## config.mk

```make
export PLATFORM = sky130hd
export DESIGN_NAME = int_add_operand_feeder
export DESIGN_NICKNAME = d
export VERILOG_FILES = /design/src/rtl/int_add_feeder_pkg.sv /design/src/rtl/int_add_pair_fifo.sv /design/src/rtl/int_add_operand_feeder.sv
export SDC_FILE = /design/constraint.sdc
export NUM_CORES = 1
export LEC_CHECK = 0
export ABC_AREA = 1
export CAP_MARGIN = 0
export CELL_PAD_IN_SITES_DETAIL_PLACEMENT = 0
export CELL_PAD_IN_SITES_GLOBAL_PLACEMENT = 1
export CORE_UTILIZATION = 45
export CTS_BUF_LIST = sky130_fd_sc_hd__clkbuf_4
export DETAILED_ROUTE_END_ITERATION = 8
export DONT_BUFFER_PORTS = 1
export PLACE_DENSITY = 0.74
export SYNTH_ARGS = -nofsm -noshare
export SYNTH_HDL_FRONTEND = slang
export SYNTH_SLANG_ARGS = --single-unit
```

## constraint.sdc

```tcl
create_clock -name clk -period 4.6 [get_ports clk]
set_clock_uncertainty 0.15 [all_clocks]
set_input_delay 0 -clock clk [delete_from_list [all_inputs] [get_ports clk]]
set_output_delay 0 -clock clk [all_outputs]
set_load 0.005 [all_outputs]
```

## src/rtl/int_add_feeder_pkg.sv

```systemverilog
// ---------------------------------------------------------------------------
// int_add_feeder_pkg
// Shared constants and types for the integer-adder operand feeder.
//   DEF_OP_BITWIDTH : default operand/result width
//   DEF_FIFO_DEPTH  : default number of buffered operand pairs
//   ERR_CNT_W       : width of the approximate-result mismatch counter
//   add_rec_t       : {a, b, d} result record at the default width
//   err_sat_inc     : saturating increment for the mismatch counter
// ---------------------------------------------------------------------------
package int_add_feeder_pkg;

    localparam int DEF_OP_BITWIDTH = 32;
    localparam int DEF_FIFO_DEPTH  = 4;
    localparam int ERR_CNT_W       = 16;

    typedef struct packed {
        logic [DEF_OP_BITWIDTH-1:0] a;
        logic [DEF_OP_BITWIDTH-1:0] b;
        logic [DEF_OP_BITWIDTH-1:0] d;
    } add_rec_t;

    // Sticks at all-ones instead of wrapping back to zero.
    function automatic logic [ERR_CNT_W-1:0] err_sat_inc(input logic [ERR_CNT_W-1:0] cnt);
        return (cnt == '1) ? cnt : cnt + ERR_CNT_W'(1);
    endfunction

endpackage

```

## src/rtl/int_add_pair_fifo.sv

```systemverilog
// ---------------------------------------------------------------------------
// int_add_pair_fifo
// Synchronous FIFO holding packed {a, b} operand pairs.
// Ports:
//   clk, racc       : clock, asynchronous active-high reset (empties FIFO)
//   push, push_data : write strobe and data (ignored while full)
//   pop             : read strobe (ignored while empty)
//   head            : data at the read pointer (valid while !empty)
//   full, empty     : occupancy flags
// Pointers carry one extra wrap bit so that full and empty are
// distinguishable when the index bits are equal.
// ---------------------------------------------------------------------------
module int_add_pair_fifo #(
    parameter int DATA_W = 64,
    parameter int DEPTH  = 4
) (
    input  logic              clk,
    input  logic              racc,
    input  logic              push,
    input  logic [DATA_W-1:0] push_data,
    input  logic              pop,
    output logic [DATA_W-1:0] head,
    output logic              full,
    output logic              empty
);

    localparam int PTR_W = $clog2(DEPTH);

    logic [PTR_W:0]    wr_ptr;
    logic [PTR_W:0]    rd_ptr;
    logic [DATA_W-1:0] mem [DEPTH];
    logic              do_push;
    logic              do_pop;

    assign empty   = (wr_ptr == rd_ptr);
    assign full    = (wr_ptr[PTR_W] != rd_ptr[PTR_W]) &&
                     (wr_ptr[PTR_W-1:0] == rd_ptr[PTR_W-1:0]);
    assign do_push = push && !full;
    assign do_pop  = pop && !empty;
    assign head    = mem[rd_ptr[PTR_W-1:0]];

    // NOTE: sequential state uses non-blocking assignments so every flop
    // samples the pre-edge values, independent of block ordering.
    always_ff @(posedge clk or posedge racc) begin
        if (racc) begin
            wr_ptr <= '0;
            rd_ptr <= '0;
        end else begin
            if (do_push) wr_ptr <= wr_ptr + (PTR_W+1)'(1);
            if (do_pop)  rd_ptr <= rd_ptr + (PTR_W+1)'(1);
        end
    end

    // NOTE: the storage array has no reset; the pointers alone define which
    // entries are valid, so clearing the data would only cost reset fan-out.
    always_ff @(posedge clk) begin
        if (do_push) mem[wr_ptr[PTR_W-1:0]] <= push_data;
    end

endmodule

```

## src/rtl/int_add_operand_feeder.sv

```systemverilog
// ---------------------------------------------------------------------------
// int_add_operand_feeder
// Buffers operand pairs, presents them to an external combinational adder
// and registers the aligned {a, b, d} record for downstream consumption.
// Pipeline: pair FIFO -> issue register (drives add_a/add_b) -> output reg.
// Ports:
//   clk, racc                  : clock, asynchronous active-high reset
//   in_valid/in_ready/in_a/in_b: upstream operand-pair handshake
//   add_a, add_b               : operands to the external adder
//   add_d                      : adder result, combinational in add_a/add_b
//   out_valid/out_ready/out_a/out_b/out_d : result record handshake
//   err_cnt                    : approximate-result mismatch count
// Optional build macro ERR_MONITOR_EN: compares add_d against an exact sum
// on every output load and counts mismatches (saturating). Without it,
// err_cnt is tied to zero and no exact adder exists.
// ---------------------------------------------------------------------------
module int_add_operand_feeder
    import int_add_feeder_pkg::*;
#(
    parameter int OP_BITWIDTH = DEF_OP_BITWIDTH,
    parameter int FIFO_DEPTH  = DEF_FIFO_DEPTH
) (
    input  logic                   clk,
    input  logic                   racc,
    input  logic                   in_valid,
    output logic                   in_ready,
    input  logic [OP_BITWIDTH-1:0] in_a,
    input  logic [OP_BITWIDTH-1:0] in_b,
    output logic [OP_BITWIDTH-1:0] add_a,
    output logic [OP_BITWIDTH-1:0] add_b,
    input  logic [OP_BITWIDTH-1:0] add_d,
    output logic                   out_valid,
    input  logic                   out_ready,
    output logic [OP_BITWIDTH-1:0] out_a,
    output logic [OP_BITWIDTH-1:0] out_b,
    output logic [OP_BITWIDTH-1:0] out_d,
    output logic [ERR_CNT_W-1:0]   err_cnt
);

    logic                     rdy_en;
    logic                     fifo_full;
    logic                     fifo_empty;
    logic [2*OP_BITWIDTH-1:0] fifo_head;
    logic                     push;
    logic                     pop;
    logic                     adv_out;
    logic                     iss_v;
    logic [OP_BITWIDTH-1:0]   iss_a;
    logic [OP_BITWIDTH-1:0]   iss_b;

    // rdy_en keeps in_ready low during reset and raises it on the first
    // edge after reset is released.
    always_ff @(posedge clk or posedge racc) begin
        if (racc) rdy_en <= 1'b0;
        else      rdy_en <= 1'b1;
    end

    assign in_ready = rdy_en && !fifo_full;
    assign push     = in_valid && in_ready;

    // The output register advances when it is empty or being drained; the
    // issue register refills whenever it is empty or moving forward.
    assign adv_out  = iss_v && (!out_valid || out_ready);
    assign pop      = !fifo_empty && (!iss_v || adv_out);

    int_add_pair_fifo #(
        .DATA_W (2*OP_BITWIDTH),
        .DEPTH  (FIFO_DEPTH)
    ) u_fifo (
        .clk       (clk),
        .racc      (racc),
        .push      (push),
        .push_data ({in_a, in_b}),
        .pop       (pop),
        .head      (fifo_head),
        .full      (fifo_full),
        .empty     (fifo_empty)
    );

    // Issue register: iss_a/iss_b change only on a pop, so the adder
    // operands hold their last values while iss_v is low.
    always_ff @(posedge clk or posedge racc) begin
        if (racc) begin
            iss_v <= 1'b0;
            iss_a <= '0;
            iss_b <= '0;
        end else if (pop) begin
            iss_v          <= 1'b1;
            {iss_a, iss_b} <= fifo_head;
        end else if (adv_out) begin
            iss_v <= 1'b0;
        end
    end

    assign add_a = iss_a;
    assign add_b = iss_b;

    // Output register: captures the operands together with the adder result
    // so the record stays aligned; holds while stalled.
    always_ff @(posedge clk or posedge racc) begin
        if (racc) begin
            out_valid <= 1'b0;
            out_a     <= '0;
            out_b     <= '0;
            out_d     <= '0;
        end else if (adv_out) begin
            out_valid <= 1'b1;
            out_a     <= iss_a;
            out_b     <= iss_b;
            out_d     <= add_d;
        end else if (out_ready) begin
            out_valid <= 1'b0;
        end
    end

`ifdef ERR_MONITOR_EN
    logic [OP_BITWIDTH-1:0] exact_sum;
    logic [ERR_CNT_W-1:0]   err_cnt_q;

    assign exact_sum = iss_a + iss_b;

    always_ff @(posedge clk or posedge racc) begin
        if (racc) begin
            err_cnt_q <= '0;
        end else if (adv_out && (add_d != exact_sum)) begin
            err_cnt_q <= err_sat_inc(err_cnt_q);
        end
    end

    assign err_cnt = err_cnt_q;
`else
    assign err_cnt = '0;
`endif

endmodule

```

# --- Word level (Yosys, flattened, before mapping) ---
# Memory sizes are Yosys's and may differ from the RTL's. A register that Yosys moved wholly into a read port is not among the register bits.
# Cells that the tools add are included.
totals:
  ff_bits: 105
  out_inout_bits: 178
  mem_count: 1
  elab_cells: 35
  in_bits: 100
  ramBits: 256
memory_table:
  columns: ["memory", "words", "word_bits", "read_ports", "rd_ports_with_merged_regs", "wr", "line", "rtl"]
  rows:
  - ["u_fifo.mem", 4, 64, 1, 1, 1, "int_add_pair_fifo.sv:31", "logic [DATA_W-1:0] mem [DEPTH];"]
classes:
  n_addsub: 2
  reduce_logical: 15
  muxes: 6
  eq_ne: 3
op_table:
  columns: ["op", "count"]
  rows:
  - ["1-bit logical AND", 7]
  - ["3-bit by 1-bit adder with 3-bit output, second input constant", 2]
  - ["1-bit two-way mux", 6]
  - ["1-bit logical NOT", 4]
  - ["2-bit nonzero test", 2]
  - ["3-bit equality test", 1]
  - ["2-bit equality test", 1]
  - ["1-bit logical OR", 2]
  - ["1-bit != test", 1]

# --- Longest topological paths before layout ---
# Gate-level depths: netlist (run 1).
logic_depth:
  word_depth: 8
  mapped_depth: 10
  mapped_depth_nobuf: 7

# --- Hierarchy ---
# A second synthesis (run 1) with hierarchy kept.
unflattened:
  hier_cells: 1407
  hier_area_um2: 16475.8
modules_own_cells:
  columns: ["mod", "instances", "cells_each", "area_each_um2"]
  rows:
  - ["int_add_pair_fifo", 1, 681, 9905.8]
  - ["int_add_operand_feeder", 1, 726, 6570.1]

# --- Worst setup path after synthesis (run 1) ---
# Ideal clock, no wire load.
synth_timing:
  path_type: "reg-to-reg"
  start: "register u_fifo.rd_ptr[0]"
  end: "memory u_fifo.mem[0][0], enable pin"
  path_buffers: 1
  slack_ns: 0.184
  arrival_time_ns: 3.780
  stages_incl_launch_ff: 8
  path_cell_list: "dfrtp_1 > inv_2 > buf_4 > nand2_1 > nand2_1 > nand3_1 > nand3_1 > nor2_1"
synth_via:
  elab_chain_len: 8
synth_rtl:
  columns: ["item", "line", "rtl"]
  rows:
  - ["start, declared", "int_add_pair_fifo.sv:30", "logic [PTR_W:0] rd_ptr;"]
  - ["start signal, assigned", "int_add_pair_fifo.sv:50", "if (do_pop) rd_ptr <= rd_ptr + (PTR_W+1)'(1);"]
  - ["2-bit equality test (*)", "int_add_pair_fifo.sv:37", "(wr_ptr[PTR_W-1:0] == rd_ptr[PTR_W-1:0]);"]
  - ["1-bit logical AND (*)", "int_add_pair_fifo.sv:36", "assign full = (wr_ptr[PTR_W] != rd_ptr[PTR_W]) &&"]
  - ["1-bit logical NOT (*)", "int_add_pair_fifo.sv:38, int_add_operand_feeder.sv:58", null]
  - ["1-bit logical AND", "int_add_operand_feeder.sv:58", "assign in_ready = rdy_en && !fifo_full;"]
  - ["1-bit logical AND", "int_add_operand_feeder.sv:59", "assign push = in_valid && in_ready;"]
  - ["1-bit logical AND (*)", "int_add_pair_fifo.sv:38", "assign do_push = push && !full;"]
  - ["1-bit two-way mux (*)", "int_add_pair_fifo.sv:57", "if (do_push) mem[wr_ptr[PTR_W-1:0]] <= push_data;"]
  - ["1-bit two-way mux (implied by the code) (*)", "int_add_pair_fifo.sv:57", null]
  - ["end, declared", "int_add_pair_fifo.sv:31", null]
# Mark *: on every way between the ends. The rest lies on a longest branch, timed or not.

# --- Final worst setup path (run 1) ---
layout_timing:
  start: "register u_fifo.rd_ptr[1]"
  end: "register iss_a[24], in the netlist add_a[24] (read register of u_fifo.mem)"
layout_via:
  elab_chain_len: 3
layout_rtl:
  columns: ["item", "line", "rtl"]
  rows:
  - ["3-bit equality test", "int_add_pair_fifo.sv:35", "assign empty = (wr_ptr == rd_ptr);"]
  - ["1-bit logical NOT", "int_add_operand_feeder.sv:64", "assign pop = !fifo_empty && (!iss_v || adv_out);"]
  - ["1-bit logical AND", "int_add_operand_feeder.sv:64", null]
  - ["end, declared", "int_add_operand_feeder.sv:48", "logic [OP_BITWIDTH-1:0] iss_a;"]
# Several ways; a longest one is shown, not always the timed one.
# A chain may end at the register's enable or synchronous reset.

==> results of run 1 <==
worst max-delay path: cells and delay by family, from the launching register on:
kind,cells,cell delay [ns]
buf+inv,2,1.88
simple gates,4,0.63
flops,1,0.41
compound gates,1,0.12
final cells by class:
cell class                      instances  share of cell area
Sequential cell                       425               0.589
Clock buffer                          160              0.0593
Inverter                               13             0.00278
Antenna cell                            3            0.000371
Tap cell                              461              0.0285
Multi-Input combinational cell        799               0.203
Clock inverter                         38              0.0109
Timing Repair Buffer                  216               0.106
registers in the layout (all words and copies together) (netlist names):
| name | count |
|---|---|
| add_a | 32 |
| add_b | 32 |
| iss_v | 1 |
| out_a | 32 |
| out_b | 32 |
| out_d | 32 |
| out_valid | 1 |
| rdy_en | 1 |
| u_fifo.mem | 256 |
| u_fifo.rd_ptr | 3 |
| u_fifo.wr_ptr | 3 |
what timing repair did:
action / 4_1_cts / 5_1_grt
gates resized for setup: 0 / 0
endpoints found under the hold margin: 722 / 0
buffers inserted: 0 / 0
hold buffers: 200 / 0
setup endpoints to repair: 0 / 0
power groups by stage:
stage	Clock (mW)	Combinational [mW]	Sequential, mW
finish	3.21	3.98	5.99
global route	3.51	4.54	6.12
CTS	3.31	4.02	5.98
detailed placement	0	3.67	6.06
global placement	0	3.59	6.03
floorplan	0	2.96	5.71
cell usage after synthesis (all sizes together):
master / n / area share
nand2: 216 / 0.050
xor2: 2 / 0.0011
edfxtp: 256 / 0.47
conb: 2 / 0.00046
ha: 5 / 0.0038
nand4: 3 / 0.0011
clkbuf: 18 / 0.0041
xnor2: 1 / 0.00053
mux2: 96 / 0.066
nand3: 70 / 0.021
nand3b: 1 / 0.00069
buf: 70 / 0.024
dfrtp: 169 / 0.26
inv: 13 / 0.0030
nor2: 260 / 0.059
o21ai: 128 / 0.039
cell families (layout without fill, tap and decap cells):
family,count (synthesis),after routing
AO/OA/AOI/OAI,128,128
XOR/XNOR,3,3
adder cells (fa/ha/maj),5,5
buffers and inverters,101,427
flip-flops,425,425
multiplexers,96,96
other,2,20
AND/OR/NAND/NOR,550,550
per-layer routing:
metal  vias up  GRT usage  part of all wire
li1       5036          -                 -
met1      5183      0.259              0.43
met2       344      0.347              0.50
met3        57     0.0554             0.064
met4         0     0.0715             0.015
met5         -          0                 0
worst min path at each step:
stage	slack, ns	end	startpoint
6_report	0.20	out_a[31]$_DFFE_PP0P_	racc
5_1_grt	0.17	out_d[6]$_DFFE_PP0P_	racc
4_1_cts	0.09	out_d[8]$_DFFE_PP0P_	racc
3_5_place_dp	-0.09	out_b[21]$_DFFE_PP0P_	racc
3_3_place_gp	-0.09	out_a[31]$_DFFE_PP0P_	racc
2_1_floorplan	-0.05	u_fifo.mem[0][0]$_DFFE_PP_	in_b[0]
stage by stage:
| stage | setup WS, ns | hold WS (ns) | cells | power [mW] | utilization |
|---|---|---|---|---|---|
| 6_report | 1.33 | 0.197 | 2115 | 13.2 | 0.566 |
| 4_1_cts | 1.21 | 0.0947 | 2112 | 13.3 | 0.566 |
| 2_1_floorplan | 0.184 | -0.0511 | 1325 | 8.67 | - |
| 3_5_place_dp | 1.23 | -0.0864 | 1714 | 9.73 | 0.470 |
| 3_3_place_gp | 1.31 | -0.0882 | 1714 | 9.62 | 0.470 |
| 5_1_grt | 0.917 | 0.167 | 2115 | 14.2 | 0.566 |
==> results.py, run 1 <==
metrics = {
    "drt": {
        "sum_of_routed_wire_length_over_all_layers_um": 38300,
        "drc_errors": 27,
        "drt_first_iter_violations": 646,
        "via_count": 10620,
        "avg_vias_per_cell": 5.02,
        "route.detailed.wl_per_inst_um": 18.1,
        "remaining_number_of_nets_flagged_by_the_antenna_check_after_routing": 0,
        "drt-pass1-iter-count": 7,
    },
    "die": {
        "core_um2": 35700,
        "rows": 69,
        "floorplan.die_area_um2": 37300,
        "chipHeight_um": 193,
        "io_pins": 278,
        "die-width_um": 193,
        "initial_cell_density_of_the_core": 0.459,
    },
    "setup_path": {
        "cp_slowest_cell": "sky130_fd_sc_hd__clkinv_2",
        "regToRegSetupSlack_ns": 1.33,
        "timing.critical_path.cells": "buf_4 -> clkinv_2 -> nor2_1 -> o21ai_0 -> nand2_1 -> nand3_1 -> nand2_1",
        "critPathKind": "flip-flop to flip-flop",
        "timing.critical_path.from_type": "flip-flop",
        "critPathCapture": "add_a[24]$_DFFE_PP0P_",
        "crit-reg2reg-capture": "add_a[24]$_DFFE_PP0P_",
        "worst_r2r_path_depth": 7,
        "timing.critical_path.fanout_max": 67,
        "rr_startpoint": "u_fifo.rd_ptr[1]$_DFFE_PP0P_",
        "timing.critical_path.from": "u_fifo.rd_ptr[1]$_DFFE_PP0P_",
        "worst_ep_arrival_time_ns": 3.82,
        "timing.critical_path.to_type": "flip-flop",
        "critPathMostFrequentCell": "sky130_fd_sc_hd__nand2_1",
        "critical_path_rt_ns": 5.15,
        "crit_path_max_incr_delay_ns": 1.18,
    },
    "global_route": {
        "grt_pass1_wl_um": 59000,
        "grt.total_usage": 0.207,
        "globalRoute.totalOverflow": 0,
        "grt_antenna_before_repair": 2,
        "largest_net_degree_at_the_start_of_global_routing": 131,
        "first_global_vias": 10977,
    },
    "clock_tree": {
        "clock_latency_late_sink_ns": 0.81,
        "htreeDepth": 3,
        "ctsRootBufferMaster": "sky130_fd_sc_hd__clkbuf_4",
        "clk_pin_slew_worst_paths_ns": 0.07,
        "clock_path_buffers": 3,
        "tritoncts": "built",
        "cts.sink_count": 425,
        "cts_buffers": 108,
    },
    "sta": {
        "fin_crit_sh": 0.711,
        "final_number_of_hold_violating_endpoints": 0,
        "worst-slew-pin-transition_ns": 1.20,
        "setup_viol_count_final": 0,
        "rsz0062_at_grt": "false",
        "pins_over_slew_limit": 0,
        "timing.setup.tns_ns": 0,
        "fin_crit_ns": 3.27,
        "fmaxAchievable_mhz": 306,
        "timing.slew.headroom": 0.202,
    },
    "synth": {
        "synthAdderAreaFrac": 0.00381,
        "synthesis.area_per_instance_um2": 12.5,
        "largest_family_of_logic_cells_by_synthesized_area": "simple AND/OR/NAND/NOR gates",
        "synth_mux_area_frac": 0.0658,
        "synth-xor-area-share": 0.00160,
        "netlist_area_before_placement_um2": 16400,
        "complex_gate_fraction_of_the_synthesized_area": 0.0390,
        "synth_cells": 1310,
        "synth.yosys.seq_area_share": 0.726,
        "synth-simple-area-share": 0.132,
        "netlist-cell-type-count": 22,
        "ys_ff_latch": 425,
        "ys_warn_count": 0,
    },
    "layout": {
        "area.sequential_um2": 11900,
        "syn_to_final_growth_pct": 23.3,
        "multi_input_comb_area_um2": 4110,
        "fillerInstances": 3025,
        "mostFrequentLayoutCells": "256 x sky130_fd_sc_hd__nor2_1, 256 x sky130_fd_sc_hd__edfxtp_1, 214 x sky130_fd_sc_hd__nand2_1",
        "finish.net_count": 1668,
        "post-route-cell-area_um2": 20200,
        "drive_gt1_frac": 0.180,
    },
    "worst_hold_path": {
        "hold_class": "input port to async pin",
    },
    "place": {
        "hpwl_detailed_um": 20200,
        "placedInstanceArea_um2": 16800,
        "routabilityCongestion": 0.716,
        "total_of_buffers_placed_on_input_and_output_ports": 0,
    },
    "power_and_ir_drop": {
        "vdd_ir_drop_max_mv": 0.436,
        "internal_power_consumption_mw": 8.46,
        "power.leakage_nw": 8.19,
        "portion_of_total_power_attributed_to_combinational_logic": 0.302,
        "power.share.switching": 0.358,
        "portion_of_total_power_attributed_to_sequential_cells": 0.454,
        "share_of_power_burned_in_the_clock_network": 0.243,
        "pwr_density_cell_nw_per_um2": 651,
        "switchingPower_mw": 4.72,
    },
    "run_status": {
        "run_status": "complete, but fails checks",
        "violations": "DRC",
    },
    "flow_run": {
        "cap_violations": 0,
    },
}
No activity file was read; power rests on OpenSTA's default activity.
==> run 2: changes to the inputs <==
Clock period 4.6 ns to 2.72 ns, I/O delays scaled along.
==> results.py, run 2 (same netlist as run 1, synthesis figures left out) <==
metrics = {
    "sta": {
        "final_number_of_hold_violating_endpoints": 0,
        "worst-slew-pin-transition_ns": 0.933,
        "pins_over_slew_limit": 0,
        "fmaxAchievable_mhz": 398,
        "timing.slew.headroom": 0.376,
        "final_critical_path_setup_slack_ns": 0.205,
        "setup_viol_count_final": 0,
        "fin_crit_sh": 0.925,
        "fin_crit_ns": 2.52,
        "rsz0062_at_grt": "false",
    },
    "die": {
        "core_um2": 35700,
        "floorplan.die_area_um2": 37300,
        "rows": 69,
        "die-width_um": 193,
        "chipHeight_um": 193,
        "io_pins": 278,
        "initial_cell_density_of_the_core": 0.459,
    },
    "run_status": {
        "violations": "DRC",
        "run_status": "complete, but fails checks",
    },
    "layout": {
        "fillerInstances": 2971,
        "syn_to_final_growth_pct": 24.4,
        "multi_input_comb_area_um2": 4110,
        "drive_gt1_frac": 0.191,
        "largest_register_ffs": 256,
        "final_core_utilization": 0.571,
        "finish.net_count": 1677,
        "mostFrequentLayoutCells": "256 x sky130_fd_sc_hd__nor2_1, 256 x sky130_fd_sc_hd__edfxtp_1, 214 x sky130_fd_sc_hd__nand2_1",
        "area.sequential_um2": 11900,
    },
    "drt": {
        "route.detailed.wl_per_inst_um": 17.8,
        "sum_of_routed_wire_length_over_all_layers_um": 37800,
        "remaining_number_of_nets_flagged_by_the_antenna_check_after_routing": 0,
        "drt_first_iter_violations": 477,
        "drc_errors": 27,
        "via_count": 10614,
        "avg_vias_per_cell": 5.00,
        "drt-pass1-iter-count": 7,
    },
    "global_route": {
        "grt_antenna_before_repair": 1,
        "grt.total_usage": 0.207,
        "grt-busiest-layer": "met2",
        "global_route.usage.met3": 0.0581,
        "groute.layer.met2.usage": 0.357,
        "first_global_vias": 11087,
        "grt_pass1_wl_um": 58500,
        "gr_met1_demand_resource": 0.246,
        "globalRoute.totalOverflow": 0,
        "largest_net_degree_at_the_start_of_global_routing": 88,
    },
    "clock_tree": {
        "cts_buffers": 106,
        "tritoncts": "built",
        "clock_path_buffers": 3,
        "cts_post_setup_buffers_inserted": 0,
        "clk_pin_slew_worst_paths_ns": 0.07,
        "htreeDepth": 3,
        "clock_latency_late_sink_ns": 0.76,
        "ctsRootBufferMaster": "sky130_fd_sc_hd__clkbuf_4",
        "cts.sink_count": 425,
    },
    "place": {
        "routabilityCongestion": 0.720,
        "hpwl_detailed_um": 20500,
        "total_of_buffers_placed_on_input_and_output_ports": 0,
        "pre_cts_ws_ns": 0.172,
    },
    "worst_hold_path": {
        "worstHoldPathCells": 5,
        "hold_class": "input port to flip-flop",
        "hp-start": "out_ready",
        "hold_ep": "add_a[19]$_DFFE_PP0P_",
    },
    "setup_path": {
        "worst_r2r_path_depth": 7,
        "timing.critical_path.from_type": "flip-flop",
        "timing.critical_path.fanout_max": 64,
        "crit-reg2reg-capture": "u_fifo.mem[2][19]$_DFFE_PP_",
        "worst_ep_arrival_time_ns": 2.74,
        "timing.critical_path.to_type": "flip-flop",
        "critPathKind": "flip-flop to flip-flop",
        "critical_path_rt_ns": 2.94,
        "rr_startpoint": "u_fifo.wr_ptr[0]$_DFFE_PP0P_",
        "regToRegSetupSlack_ns": 0.20,
    },
    "flow_run": {
        "cap_violations": 0,
    },
    "power_and_ir_drop": {
        "power.leakage_nw": 8.30,
        "post-layout-total-power_mw": 22.6,
        "pwr_density_cell_nw_per_um2": 1100,
        "vdd_ir_drop_max_mv": 0.667,
    },
}
[run 2: changes by cell type in the layout (fill, tap and decap cells not counted), sizes merged]
| cell | change |
|---|---|
| buf | +11 |
| clkbuf | +13 |
| clkinv | -12 |
| clkinvlp | -2 |
| diode | -2 |
| inv | +1 |
[run 2: final cells by class]
type / instances / area share
flip-flops and latches: 425 / 0.584
multi-input cells: 799 / 0.201
repair buffers: 227 / 0.113
clock buffers: 173 / 0.0636
well taps: 461 / 0.0282
clock inverters: 25 / 0.00747
inverters: 13 / 0.00276
diodes: 1 / 0.000123
[run 2: worst max-delay path by stage]
stage                                              to  slack, ns                          from
after global routing            add_b[27]$_DFFE_PP0P_       0.05  u_fifo.rd_ptr[0]$_DFFE_PP0P_
after detailed placement  u_fifo.mem[1][43]$_DFFE_PP_       0.17  u_fifo.wr_ptr[0]$_DFFE_PP0P_
final                     u_fifo.mem[2][19]$_DFFE_PP_       0.20  u_fifo.wr_ptr[0]$_DFFE_PP0P_
after CTS                 u_fifo.mem[1][30]$_DFFE_PP_       0.16  u_fifo.wr_ptr[0]$_DFFE_PP0P_
after floorplan            u_fifo.mem[0][0]$_DFFE_PP_      -1.70  u_fifo.rd_ptr[0]$_DFFE_PP0P_
after global placement    u_fifo.mem[1][46]$_DFFE_PP_       0.27  u_fifo.wr_ptr[0]$_DFFE_PP0P_
[run 2: power by group]
group | switching [mW] | total (mW) | internal [mW] | leakage [nW]
sequential | 1.32 | 9.97 | 8.65 | 4.35
clock | 2.46 | 5.51 | 3.05 | 0.869
combinational | 4.18 | 7.09 | 2.91 | 3.08
total | 7.95 | 22.6 | 14.6 | 8.30
[run 2: layer usage]
layer	vias to the layer above	part of all wire
met4	0	0.020
met2	341	0.49
li1	5063	-
met5	-	0
met3	66	0.069
met1	5144	0.42
[run 2: critical path, cell delays in order (launching register included)]
cell,delay [ns]
sky130_fd_sc_hd__dfrtp_1,0.43
sky130_fd_sc_hd__inv_1,0.12
sky130_fd_sc_hd__nand2_1,0.09
sky130_fd_sc_hd__nand2_1,0.09
sky130_fd_sc_hd__nand3_1,0.19
sky130_fd_sc_hd__nand3_1,0.41
sky130_fd_sc_hd__nor2_4,0.24
sky130_fd_sc_hd__buf_12,0.40
[run 2: repair_timing]
item                                    in CTS  in global routing
hold buffers                               199                  0
gates resized for setup                      0                  1
endpoints found under the setup margin       0                  1
hold endpoints to repair                   801                  0
[run 2: through the flow]
step           std cells  TNS, ns  hold slack, ns  instance area, um^2
2_1_floorplan       1325  -434.21         -0.0511                16500
3_3_place_gp        1726        0          -0.240                17000
3_5_place_dp        1726        0          -0.240                17000
4_1_cts             2123        0           0.116                20400
5_1_grt             2124        0           0.170                20400
6_report            2124        0           0.208                20400
==> run 3: changes to the inputs <==
Settings changed: RECOVER_POWER set to 100.
==> results.py, run 3 (same netlist as run 1, synthesis figures left out) <==
metrics = {
    "layout": {
        "final_core_utilization": 0.570,
        "post-route-cell-area_um2": 20400,
        "largest_register_ffs": 256,
        "mostFrequentLayoutCells": "256 x sky130_fd_sc_hd__nor2_1, 256 x sky130_fd_sc_hd__edfxtp_1, 215 x sky130_fd_sc_hd__nand2_1",
        "drive_gt1_frac": 0.190,
        "finish.net_count": 1677,
        "syn_to_final_growth_pct": 24.1,
    },
    "global_route": {
        "first_global_vias": 11087,
        "grt_antenna_before_repair": 1,
        "globalRoute.totalOverflow": 0,
        "grt.total_usage": 0.207,
        "largest_net_degree_at_the_start_of_global_routing": 88,
        "grt_pass1_wl_um": 58500,
    },
    "clock_tree": {
        "clk_pin_slew_worst_paths_ns": 0.07,
        "cts_post_setup_buffers_inserted": 0,
        "ctsRootBufferMaster": "sky130_fd_sc_hd__clkbuf_4",
        "clock_latency_late_sink_ns": 0.76,
        "htreeDepth": 3,
        "clock_path_buffers": 3,
        "cts_buffers": 106,
        "tritoncts": "built",
        "cts.sink_count": 425,
    },
    "sta": {
        "fin_crit_ns": 2.59,
        "rsz0062_at_grt": "false",
        "timing.slew.headroom": 0.371,
        "setup_viol_count_final": 0,
        "timing.setup.tns_ns": 0,
        "final_number_of_hold_violating_endpoints": 0,
        "fin_crit_sh": 0.951,
        "pins_over_slew_limit": 0,
        "worst-slew-pin-transition_ns": 0.944,
        "fmaxAchievable_mhz": 387,
    },
    "setup_path": {
        "timing.critical_path.buf_inv": 5,
        "critical_path_rt_ns": 3.19,
        "timing.critical_path.fanout_max": 22,
        "critical_path.top_delay_family": "buffers and inverters",
        "critPathKind": "input port to flip-flop",
        "timing.critical_path.from_type": "input port",
        "timing.critical_path.cells": "dlygate4sd3_1 -> inv_1 -> dlygate4sd3_1 -> nand2_1 -> nand2_4 -> clkbuf_1 -> mux2_2 -> dlygate4sd3_1",
        "cp_slowest_cell": "sky130_fd_sc_hd__dlygate4sd3_1",
        "worst_ep_arrival_time_ns": 3.06,
        "critPathMostFrequentCell": "sky130_fd_sc_hd__dlygate4sd3_1",
        "crit_path_max_incr_delay_ns": 0.58,
        "timing.critical_path.to_type": "flip-flop",
    },
    "place": {
        "routabilityCongestion": 0.720,
        "placedInstanceArea_um2": 17000,
        "total_of_buffers_placed_on_input_and_output_ports": 0,
        "hpwl_detailed_um": 20500,
    },
    "die": {
        "die-width_um": 193,
        "chipHeight_um": 193,
        "core_um2": 35700,
        "rows": 69,
        "initial_cell_density_of_the_core": 0.459,
        "floorplan.die_area_um2": 37300,
        "io_pins": 278,
    },
    "drt": {
        "via_count": 10634,
        "drt_first_iter_violations": 488,
        "sum_of_routed_wire_length_over_all_layers_um": 37900,
        "drt-pass1-iter-count": 7,
        "avg_vias_per_cell": 5.01,
        "route.detailed.wl_per_inst_um": 17.9,
        "remaining_number_of_nets_flagged_by_the_antenna_check_after_routing": 0,
        "drc_errors": 27,
    },
    "power_and_ir_drop": {
        "pwr_density_cell_nw_per_um2": 1110,
        "power.leakage_nw": 8.28,
        "vdd_ir_drop_max_mv": 0.670,
    },
    "flow_run": {
        "cap_violations": 0,
    },
    "run_status": {
        "violations": "DRC",
        "run_status": "complete, but fails checks",
    },
    "worst_hold_path": {
        "hold_class": "input port to async pin",
    },
}
[run 3: tightest hold or removal path, stage by stage]
cell and delay (ns):
sky130_fd_sc_hd__dlygate4sd3_1 0.57, sky130_fd_sc_hd__clkinvlp_4 0.09, sky130_fd_sc_hd__dlygate4sd3_1 1.11
[run 3: per-layer routing]
| layer | wire length [um] | vias to the layer above | GRT usage |
|---|---|---|---|
| li1 | - | 5063 | - |
| met2 | 18700 | 350 | 0.357 |
| met3 | 2660 | 66 | 0.0581 |
| met4 | 767 | 0 | 0.0736 |
| met1 | 15800 | 5155 | 0.246 |
| met5 | 0 | - | 0 |
[run 3: path summary, 6_finish.rpt]
check	from	slack [ns]	to	depth (start not counted)
setup reg to reg	out_valid$_DFFE_PP0P_	0.18	out_d[18]$_DFFE_PP0P_	5
max in group asynchronous	racc	0.55	out_b[6]$_DFFE_PP0P_	4
hold reg to reg	add_a[7]$_DFFE_PP0P_	0.38	add_a[7]$_DFFE_PP0P_	2
hold / removal	racc	0.32	add_a[28]$_DFFE_PP0P_	3
setup / recovery	out_ready	0.13	out_d[18]$_DFFE_PP0P_	8
min in group clk	add_d[21]	0.32	out_d[21]$_DFFE_PP0P_	3
[run 3: final cells by class]
| type | instances | area, um^2 |
|---|---|---|
| Timing Repair Buffer | 227 | 2270 |
| Clock inverter | 25 | 153 |
| Sequential cell | 425 | 11900 |
| Antenna cell | 1 | 2.50 |
| Multi-Input combinational cell | 799 | 4090 |
| Clock buffer | 173 | 1300 |
| Fill cell | 2977 | 15400 |
| Inverter | 13 | 56.3 |
| Tap cell | 461 | 577 |
[run 3: per-stage QoR]
step	worst slack [ns]	hold WS [ns]	power, mW	cells
finish	0.133	0.319	22.5	2124
global route	0.0324	0.257	24.2	2124
CTS	0.160	0.116	22.8	2123
detailed placement	0.172	-0.240	16.7	1726
global placement	0.265	-0.240	16.5	1726
floorplan	-1.70	-0.0511	14.7	1325
[run 3: repair_timing]
| action | CTS | global route |
|---|---|---|
| hold buffers | 199 | 0 |
| setup endpoints to repair | 0 | 1 |
| hold endpoints to repair | 801 | 0 |
| gates resized for setup | 0 | 1 |
[run 3: power by group]
group | internal (mW) | switching, mW | total, mW
Clock | 3.05 | 2.46 | 5.51
Sequential | 8.65 | 1.31 | 9.96
Combinational | 2.88 | 4.17 | 7.05
Total | 14.6 | 7.95 | 22.5
